File: src/rtl/if_fetch_unit_pkg.sv
// -----------------------------------------------------------------------------
// if_fetch_unit_pkg
// Shared definitions for the instruction-fetch front end:
//   - fetch FSM state encoding (IDLE / REQ / DRAIN)
//   - queue depth and the default NOP instruction word
//   - the {pc, inst} entry type carried through the fetch queue
// -----------------------------------------------------------------------------
package if_fetch_unit_pkg;

    localparam int          FETCH_DEPTH      = 2;
    localparam logic [31:0] NOP_INST_DEFAULT = 32'h0000_0000;

    // IDLE : nothing outstanding on the memory port
    // REQ  : request outstanding, its response will be queued
    // DRAIN: request outstanding, its response will be thrown away (post-flush)
    localparam logic [1:0] ST_IDLE  = 2'd0;
    localparam logic [1:0] ST_REQ   = 2'd1;
    localparam logic [1:0] ST_DRAIN = 2'd2;

    typedef struct packed {
        logic [31:0] pc;
        logic [31:0] inst;
    } fetch_entry_t;

endpackage

File: src/rtl/if_fetch_queue.sv
// -----------------------------------------------------------------------------
// if_fetch_queue
// Two-entry FIFO of {pc, inst} pairs between the fetch logic and IF/ID.
// Ports:
//   clk, reset  : clock and synchronous active-high reset
//   clear       : drop every entry (redirect); wins over push/pop
//   push        : write push_entry at the tail
//   pop         : retire the head entry
//   push_entry  : entry written on push
//   head        : current head entry (contents undefined when count == 0)
//   count       : number of valid entries, 0..2
// -----------------------------------------------------------------------------
module if_fetch_queue
    import if_fetch_unit_pkg::*;
(
    input  logic         clk,
    input  logic         reset,
    input  logic         clear,
    input  logic         push,
    input  logic         pop,
    input  fetch_entry_t push_entry,
    output fetch_entry_t head,
    output logic [1:0]   count
);

    fetch_entry_t slots [FETCH_DEPTH];
    logic         rd_ptr;
    logic         wr_ptr;

    // With two slots the tail is the head slot when the queue holds an even
    // number of entries and the other slot when it holds one. In the full +
    // pop + push case this writes the slot being vacated by the pop.
    assign wr_ptr = rd_ptr ^ count[0];
    assign head   = slots[rd_ptr];

    always_ff @(posedge clk) begin
        if (reset) begin
            count  <= 2'd0;
            rd_ptr <= 1'b0;
            for (int i = 0; i < FETCH_DEPTH; i++) begin
                slots[i] <= '0;
            end
        end else if (clear) begin
            count  <= 2'd0;
            rd_ptr <= 1'b0;
        end else begin
            if (push) begin
                slots[wr_ptr] <= push_entry;
            end
            if (pop) begin
                rd_ptr <= ~rd_ptr;
            end
            count <= count + {1'b0, push} - {1'b0, pop};
        end
    end

endmodule

File: src/rtl/if_fetch_unit.sv
// -----------------------------------------------------------------------------
// if_fetch_unit
// Instruction-fetch front end. Turns the PC register value into instruction
// memory reads, advances the PC only when a fetch lands in the queue, and
// feeds the IF/ID stage from a 2-entry {pc, inst} queue. A flush empties the
// queue and discards any response still in flight.
// Ports:
//   clk, reset             : clock, synchronous active-high reset
//   iPC                    : current PC from the PC register
//   PCWrite                : PC register advance enable (high on each push)
//   imem_req/imem_addr     : instruction memory request and address
//   imem_ack/imem_rdata    : memory response strobe and data
//   flush                  : redirect pulse from branch/jump resolution
//   stall_in               : ID stage cannot accept this cycle
//   oValid/oInst/oPC       : queue head towards IF/ID
// -----------------------------------------------------------------------------
module if_fetch_unit
    import if_fetch_unit_pkg::*;
#(
    parameter int          DEPTH    = FETCH_DEPTH,
    parameter logic [31:0] NOP_INST = NOP_INST_DEFAULT
) (
    input  logic        clk,
    input  logic        reset,
    input  logic [31:0] iPC,
    output logic        PCWrite,
    output logic        imem_req,
    output logic [31:0] imem_addr,
    input  logic        imem_ack,
    input  logic [31:0] imem_rdata,
    input  logic        flush,
    input  logic        stall_in,
    output logic        oValid,
    output logic [31:0] oInst,
    output logic [31:0] oPC
);

    localparam logic [1:0] FULL_COUNT = DEPTH[1:0];

    logic [1:0]   state;
    logic [1:0]   state_n;
    logic [31:0]  held_addr;
    logic [1:0]   count;
    logic [1:0]   count_n;
    logic         push;
    logic         pop;
    fetch_entry_t head;
    fetch_entry_t push_entry;

    // Queue events for this cycle. Flush beats both push and pop, and the
    // count we will hold after the edge decides whether a new request may go.
    always_comb begin
        push    = (state == ST_REQ) & imem_ack & ~flush;
        pop     = (count != 2'd0) & ~stall_in & ~flush;
        count_n = flush ? 2'd0 : (count + {1'b0, push} - {1'b0, pop});
    end

    // Fetch FSM. A flush with a request still outstanding cannot cancel the
    // memory transaction, so we move to DRAIN and wait for (and drop) its ack.
    always_comb begin
        state_n = state;
        case (state)
            ST_IDLE: begin
                if (!flush && (count_n < FULL_COUNT)) begin
                    state_n = ST_REQ;
                end
            end
            ST_REQ: begin
                if (imem_ack) begin
                    if (flush) begin
                        state_n = ST_REQ;
                    end else if (count_n < FULL_COUNT) begin
                        state_n = ST_REQ;
                    end else begin
                        state_n = ST_IDLE;
                    end
                end else if (flush) begin
                    state_n = ST_DRAIN;
                end
            end
            ST_DRAIN: begin
                if (imem_ack) begin
                    state_n = ST_REQ;
                end
            end
            default: state_n = ST_IDLE;
        endcase
    end

    // held_addr shadows iPC so that the address of a request being drained
    // stays stable after the PC register has already taken the redirect.
    always_ff @(posedge clk) begin
        if (reset) begin
            state     <= ST_IDLE;
            held_addr <= 32'd0;
        end else begin
            state <= state_n;
            if (state != ST_DRAIN) begin
                held_addr <= iPC;
            end
        end
    end

    assign imem_req   = (state != ST_IDLE);
    assign imem_addr  = (state == ST_DRAIN) ? held_addr : iPC;
    assign PCWrite    = push;
    assign push_entry = '{pc: imem_addr, inst: imem_rdata};

    if_fetch_queue u_queue (
        .clk        (clk),
        .reset      (reset),
        .clear      (flush),
        .push       (push),
        .pop        (pop),
        .push_entry (push_entry),
        .head       (head),
        .count      (count)
    );

    assign oValid = (count != 2'd0);
    assign oInst  = oValid ? head.inst : NOP_INST;
    assign oPC    = oValid ? head.pc   : 32'd0;

endmodule

File: config.mk
export PLATFORM = sky130hd
export DESIGN_NAME = if_fetch_unit
export DESIGN_NICKNAME = d
export VERILOG_FILES = /design/src/rtl/if_fetch_unit_pkg.sv /design/src/rtl/if_fetch_queue.sv /design/src/rtl/if_fetch_unit.sv
export SDC_FILE = /design/constraint.sdc
export NUM_CORES = 1
export LEC_CHECK = 0
export BUFFER_PORTS_ARGS = -buffer_cell sky130_fd_sc_hd__buf_2
export CAP_MARGIN = 40
export CORE_MARGIN = 3
export CORE_UTILIZATION = 51
export CTS_CLUSTER_SIZE = 10
export DETAILED_ROUTE_END_ITERATION = 10
export PLACE_DENSITY = 0.76
export REMOVE_ABC_BUFFERS = 1
export SYNTH_ARGS = -nofsm -noshare
export SYNTH_HDL_FRONTEND = slang
export SYNTH_SLANG_ARGS = --single-unit
File: constraint.sdc
create_clock -name clk -period 4.2 [get_ports clk]
set_input_delay 0.42 -clock clk [delete_from_list [all_inputs] [get_ports clk]]
set_output_delay 0.42 -clock clk [all_outputs]
set_load 0.1 [all_outputs]
# --- Yosys cells after proc, flatten, opt, wreduce, memory -nomap -nowiden ---
# Memory sizes are Yosys's and may differ from the RTL's. A register that Yosys moved wholly into a read port is not among the register bits.
# Cells that the tools add are included.
op_classes:
  addsub: 2
  magnitude_cmp: 1
  n_eq_ne: 6
  mux: 22
  bitwise_logic: 8
  n_reduce_logical: 8
op_table:
  columns: ["op", "n"]
  rows:
  - ["2-to-1 mux 32 bit", 3]
  - ["2-to-1 mux 64 bit", 1]
  - ["OR reduction 64 bit", 1]
  - ["2-to-1 mux 1 bit", 12]
  - ["2-to-1 mux 2 bit", 5]
  - ["inequality test 2 bit, second input constant", 3]
  - ["one-hot mux 2 bit (3 select lines)", 1]
  - ["bitwise AND 1 bit", 4]
  - ["nonzero test 2 bit", 2]
  - ["inequality test 3 bit, second input constant", 1]
  - ["inverter 1 bit", 3]
  - ["AND reduction 3 bit", 1]
  - ["adder 2 x 1 -> 2 bit", 1]
  - ["equality test 2 x 1 -> 1 bit, second input constant", 1]
  - ["equality test 2 bit, second input constant", 1]
  - ["zero test 2 bit", 1]
  - ["less-than comparator 2 bit, second input constant", 1]
  - ["OR reduction 2 bit", 1]
  - ["subtractor 2 x 1 -> 2 bit", 1]
  - ["logical AND 1 bit", 1]
  - ["zero test 1 bit", 1]
  - ["bitwise XOR 1 bit", 1]
word_totals:
  regBits: 37
  ramBits: 128
  output_inout_bits: 99
  memories: 1
memory_table:
  columns: ["memory", "words", "word_bits", "read_ports", "rd_ports_with_merged_regs", "write_ports", "line_no", "source"]
  rows:
  - ["u_queue.slots", 2, 64, 1, 1, 2, "if_fetch_queue.sv:26", "fetch_entry_t slots [FETCH_DEPTH];"]

# --- Longest topological paths before layout ---
# Gate-level depths: netlist of run 1.
depth:
  word_depth: 11
  depth_mapped: 9

# --- Hierarchy ---
# Synthesis of run 1 repeated with hierarchy kept, for this count alone.
unflattened:
  cells_unflattened: 570
  area_unflattened_um2: 7802.5
modules_own_cells:
  columns: ["module", "instances", "cells_per_inst", "area_each_um2", "seq_area_each_um2"]
  rows:
  - ["if_fetch_queue", 1, 375, 5776.8, 3923.8]
  - ["if_fetch_unit", 1, 195, 2025.7, 680.7]

# --- Least setup slack after synthesis of run 1 ---
# Ideal clock, no wire load.
synth_timing:
  kind: "in2reg"
  start: "in reset"
  end: "mem u_queue.slots[0][0] (netlist name), enable pin"
  arrival_ns: 2.690
  required_time_ns: 3.776
  path_slack_ns: 1.086
  stages: 4
  path_cell_list: "clkbuf_1 > or4_1 > clkbuf_2 > or2b_1"
synth_lines:
  columns: ["item", "line_no", "source"]
  rows:
  - ["from (decl)", "if_fetch_unit.sv:24", "input logic reset,"]
  - ["to (decl)", "if_fetch_queue.sv:26", null]

# --- Worst setup path in the final report of run 1 ---
layout_timing:
  start: "reg u_queue.count[0]"
  end: "out oPC[23]"
layout_between:
  elab_chain_len: 2
layout_rtl:
  columns: ["item", "line_no", "source"]
  rows:
  - ["from (decl)", "if_fetch_queue.sv:23", "output logic [1:0] count"]
  - ["from (signal assigned)", "if_fetch_queue.sv:53", "count <= count + {1'b0, push} - {1'b0, pop};"]
  - ["nonzero test 2 bit", "if_fetch_unit.sv:120", "assign oValid = (count != 2'd0);"]
  - ["2-to-1 mux 32 bit", "if_fetch_unit.sv:122", "assign oPC = oValid ? head.pc : 32'd0;"]
  - ["to (decl)", "if_fetch_unit.sv:35", "output logic [31:0] oPC"]
# No other way between the ends.

==> results.md, run 1 <==
- Status: complete, no violations
- Hold Crit Class: input pin to flip-flop
- Die height: 125 um
- Routed WL per cell: 15.8 um
- Crit path arrival time: 2.33 ns
- Share of cells above drive strength 1: 35.5%
- Setup violators final: 0
- CTS tree: done
- Mapped Cells: 590
- Total die area: 15700 um2
- #FFs+latches synth: 166
- Die X: 125 um
- Maximum root-to-sink buffer count: 2
- Initial antenna violation count: 1
- Wirelength, routed: 14800 um
- Clock-pin slew on the worst setup and hold paths: 0.06 ns
- CP Class: flip-flop to output pin
- CTS Hold Bufs: 0
- Final hold violation count: 0
- Commonest non-fill, non-tap cell in the layout: buf_2
- Hold slack: 0.263 ns
- GPL Wtd Cong: 0.823
- Antenna fix cells: 0
- Post-Syn Area: 7230 um2
- Synth cell types: 32
- Layout Cells excl Fill: 937
- Nets: 819
- Yosys warns: 0
- Sequential area share after synthesis: 63.6%
- FMAX: 0.363 GHz
- Power density cells: 427 nW/um2
- DP Area: 8240 um2
- Clock Latency Late Sink: 0.42 ns
- Drt first pass iters: 4
- DR vias: 4771
- Largest net degree at the start of global routing: 45
- Detailed placement HPWL: 9630 um
- Post-CTS setup buffer count: 0
- Fin crit period: 2.75 ns
- Required @ worst endpoint: 3.78 ns
- CTS Sinks: 166
- Routed Antenna Nets: 0
- Clk_skew: 0.00462 ns
- Clock Tree Root: clkbuf_16
- Worst slew margin: 61.1%
- Starting Density: 53.4%
- Total GRT Usage: 19.3%
- GRT overflow: 0
- Area grow syn2layout: 21.8%
- Final Max Slew Viols: 0
- First-pass GRT wire length: 23700 um
- IO buf count: 167
- Drt initial violations: 411
- CP startpoint kind: flip-flop
- Number of H-tree levels: 4
- Vias in the first global route: 4767
- Peak supply drop: 0.362 mV
- Final Cycle Share: 65.6%
- Max-cap violations: 0
- RSZ-0062 raised after global routing: no
- DP Cell Count: 905
- Most frequent cells in the layout: 167 x buf_2, 157 x nor2_1, 128 x edfxtp_1, 96 x mux2i_1, 50 x and2_2
- Rows: 42
- Core area: 13600 um2
- Post-CTS sizing: 0
- Filler cells: 1045
- Final instance area: 8810 um2
- CP endpoint kind: output pin
- Overall Power: 0.00377 W
- Worst-Margin Slew: 0.583 ns
- Mapped Avg Cell Area: 12.3 um2
- Final core occ: 65.0%
- DR DRC count: 0
- Leak: 3.72 nW
- I/O pin cnt: 168
- Cts bufs inserted: 17
- Worst Path Max Fanout: 44
- Via density per instance: 5.09
==> where the power goes <==
group / switching, W / internal, W / total (W)
Clock: 0.000615 / 0.000884 / 0.00150
Combinational: 0.000324 / 0.0000876 / 0.000411
Sequential: 0.0000211 / 0.00184 / 0.00186
==> registers in the layout, summed over array words and instances (netlist names), named ones only <==
register,count
u_queue.slots,128
state,2
u_queue.count,2
u_queue.rd_ptr,1
held_addr,32
==> metrics by stage <==
| step | worst slack [ns] | setup TNS (ns) |
|---|---|---|
| 5_1_grt | 1.26 | 0 |
| 4_1_cts | 1.37 | 0 |
| 3_5_place_dp | 1.58 | 0 |
| 2_1_floorplan | -0.0467 | -2.99 |
| 3_3_place_gp | 1.49 | 0 |
| 6_report | 1.45 | 0 |
==> logic make-up after synthesis <==
logic type | after synthesis | synth area share, %
buffers and inverters | 74 | 4.89
adders and majority gates | 2 | 0.346
muxes | 96 | 13.3
and+or+nand+nor | 242 | 16.6
AOI/OAI and AO/OA | 6 | 0.571
DFF | 166 | 63.6
xor gates and xnor gates | 4 | 0.675
==> final timing paths <==
path / end / from / cells after the start / slack (ns)
worst min register to register: state[0] / state[1] / 1 / 0.54
worst max-delay path: oPC[23] / u_queue.count[0] / 4 / 1.45
worst max register to register: u_queue.slots[0][34] / state[0] / 5 / 1.72
worst min-delay path: flip-flop / reset / 2 / 0.26
==> final cells by class <==
| type | count | area (um2) | share of cell area [%] |
|---|---|---|---|
| sequential | 166 | 4610 | 52.3 |
| multi-input combinational | 350 | 2300 | 26.1 |
| timing repair buffer | 177 | 968 | 11.0 |
| clock buffer | 22 | 485 | 5.51 |
| tap | 176 | 220 | 2.50 |
| inverter | 36 | 135 | 1.53 |
| clock inverter | 10 | 91.3 | 1.04 |
==> worst max-delay path, stage by stage, from the launching register on <==
cell and delay [ns]:
dfxtp_1 0.37, nor2_4 0.50, buf_4 0.54, nor2_1 0.16
buf_2 0.33
==> synthesized netlist by cell type, drive strengths merged <==
cell	instances	area share [%]
xor2	1	0.12
xnor3	1	0.31
or2b	3	0.31
a211oi	3	0.31
o21ai	1	0.069
clkbuf	20	1.1
nor3b	1	0.10
and2b	1	0.10
nor3	3	0.21
nor4	2	0.17
nor2	162	8.5
a21oi	1	0.069
inv	36	1.9
a221oi	1	0.12
edfxtp	128	53
xnor2	2	0.24
ha	2	0.35
buf	18	2.0
nand3b	1	0.28
or3	1	0.087
and2	64	6.4
mux2i	96	13
nor2b	1	0.087
or4	2	0.21
or2	1	0.087
dfxtp	38	11
==> routing by layer <==
metal  vias to the layer above  share of wire (%)  global-route usage (%)
met3                        21                7.9                    5.84
met4                         2                1.7                    6.70
met5                         -              0.088                       0
met2                       189                 48                    31.5
li1                       2300                  -                       -
met1                      2259                 42                    24.6
Note: power is estimated with default switching activity, not from simulation.
==> run 2, diff against run 1 <==
CORE_UTILIZATION = 49   (was 51)
PLACE_DENSITY = 0.77   (was 0.76)
clock period = 2.36 ns   (was 4.2 ns; I/O delays follow)
==> results.md, run 2 (same netlist as run 1, synthesis figures left out) <==
- Status: complete, no violations
- Sum Neg Setup Slack: 0 ns (unchanged)
- Nets: 826 (+0.85%)
- Final worst slack: 0.0215 ns (-1.42 ns)
- Core area: 14100 um2 (+4.4%)
- Largest net degree at the start of global routing: 68 (+51%)
- Fin crit period: 2.34 ns
- Power density cells: 753 nW/um2 (+76%)
- Worst path buffer plus inverter count: 3 (+1)
- Maximum root-to-sink buffer count: 2 (unchanged)
- DP Cell Count: 913 (+0.88%)
- GPL Wtd Cong: 0.729 (-11%)
- Register bank with the most flops: u_queue.slots
- Clock Tree Root: clkbuf_16
- Starting Density: 51.1% (-2.2 points)
- Max-cap violations: 0 (unchanged)
- Crit path arrival time: 2.10 ns (-0.23 ns)
- Final Cycle Share: 99.1%
- Setup violators final: 0 (unchanged)
- GRT overflow: 0 (unchanged)
- Most frequent cells in the layout: 157 x nor2_1, 151 x buf_2, 128 x edfxtp_1, 70 x mux2i_1, 50 x and2_2
- Reg2reg setup slack: 0.37 ns (-1.35 ns)
- Vias in the first global route: 4939 (+3.6%)
- Worst Path Max Fanout: 14 (-68%)
- Die X: 128 um (+1.9%)
- Biggest regs: u_queue.slots: 128 flops, held_addr: 32 flops
- DP Area: 8280 um2 (+0.58%)
- Clock Latency Late Sink: 0.41 ns (about the same)
- Dpl ws: 0.329 ns (-1.26 ns)
- Required @ worst endpoint: 2.12 ns (-1.66 ns)
- RSZ-0062 raised after global routing: yes
- Number of H-tree levels: 4 (unchanged)
- Die height: 128 um (+1.9%)
- CP endpoint kind: output pin
- CP Class: flip-flop to output pin
- Drt initial violations: 282 (-31%)
- Routed Antenna Nets: 0 (unchanged)
- First-pass GRT wire length: 25300 um (+6.7%)
- Commonest non-fill, non-tap cell in the layout: nor2_1
- Area grow syn2layout: 25.6%
- DR vias: 4856 (+1.8%)
- Clock-pin slew on the worst setup and hold paths: 0.06 ns (about the same)
- Via density per instance: 5.12 (+0.60%)
- Final instance area: 9080 um2 (+3.1%)
- Share of cells above drive strength 1: 39.2% (+3.7 points)
- Total die area: 16300 um2 (+3.9%)
- DR DRC count: 0 (unchanged)
- I/O pin cnt: 168 (unchanged)
- Final core occ: 64.2% (-0.80 points)
- CP startpoint kind: flip-flop
- CTS Sinks: 166 (unchanged)
- FMAX: 0.428 GHz
- Detailed placement HPWL: 9920 um (+3.0%)
- Hold Crit Class: input pin to flip-flop
- Top cell family by delay on the critical path: buffers and inverters
- Clk_skew: 0.00649 ns (+0.00187 ns)
- Drt first pass iters: 4 (unchanged)
- Rows: 43 (+2.4%)
- Antenna fix cells: 0 (unchanged)
- IO buf count: 167 (unchanged)
- Final hold violation count: 0 (unchanged)
- Final Max Slew Viols: 0 (unchanged)
- Crit-path slowest cell: dfxtp_1
- Peak supply drop: 0.636 mV (+76%)
- Max incr delay on CP: 0.37 ns (-0.17 ns)
- Layout Cells excl Fill: 948 (+1.2%)
- Total GRT Usage: 20.2% (+0.90 points)
- Initial antenna violation count: 2 (+1)
- Wirelength, routed: 15600 um (+5.7%)
- Max FFs per register: 128 (unchanged)
- Routed WL per cell: 16.5 um (+4.5%)
- Worst-Margin Slew: 0.538 ns (-0.0446 ns)
- CTS tree: done
- Cts bufs inserted: 17 (unchanged)
- Worst slew margin: 64.1% (+3.1 points)
- Leak: 3.85 nW (+3.7%)
- CTS Hold Bufs: 0 (unchanged)
- Crit path cell chain: and2b_4, buf_12, mux2i_2, inv_1, buf_2
==> run 2: cell types whose count changed in the layout (fill, tap and decap cells not counted), sizes merged <==
cell      change
buf           +4
bufinv        +1
clkbuf        +5
clkinvlp      -1
inv           -3
clkinv        +1
==> run 2: final cells by class <==
class | count | area (um2)
clock inverter | 8 | 93.8
tap | 180 | 225
clock buffer | 24 | 504
timing repair buffer | 184 | 1100
sequential | 166 | 4610
multi-input combinational | 350 | 2420
inverter | 36 | 135
fill | 1108 | 5060
==> run 2: path summary, 6_finish.rpt <==
| path | to | start | cells after the start |
|---|---|---|---|
| hold reg to reg | held_addr[19] | held_addr[19] | 2 |
| setup reg to reg | u_queue.slots[0][59] | state[0] | 4 |
| hold / removal | state[0] | reset | 2 |
| setup / recovery | imem_addr[27] | state[0] | 5 |
==> run 2: where the power goes <==
group | switching (W) | internal [W]
registers | 0.0000413 | 0.00327
clock network | 0.00104 | 0.00171
logic | 0.000591 | 0.000189
==> run 2: per-layer routing <==
layer / GRT usage [%] / part of all wire [%]
met2: 33.9 / 49
met5: 0 / 0.13
met3: 5.85 / 7.4
met4: 6.81 / 1.7
met1: 25.1 / 42
==> run 2: per-stage QoR <==
stage	total power [W]	hold WS [ns]
after floorplan	0.00390	0.308
after global placement	0.00409	0.493
after detailed placement	0.00411	0.499
after CTS	0.00688	0.0564
after global routing	0.00709	0.0739
final	0.00684	0.0791
==> run 2: repair_timing <==
| item | 4_1_cts | 5_1_grt |
|---|---|---|
| buffers inserted | 2 | 0 |
| gates resized for setup | 37 | 10 |
| setup endpoints to repair | 27 | 38 |
| cloned | 1 | 0 |
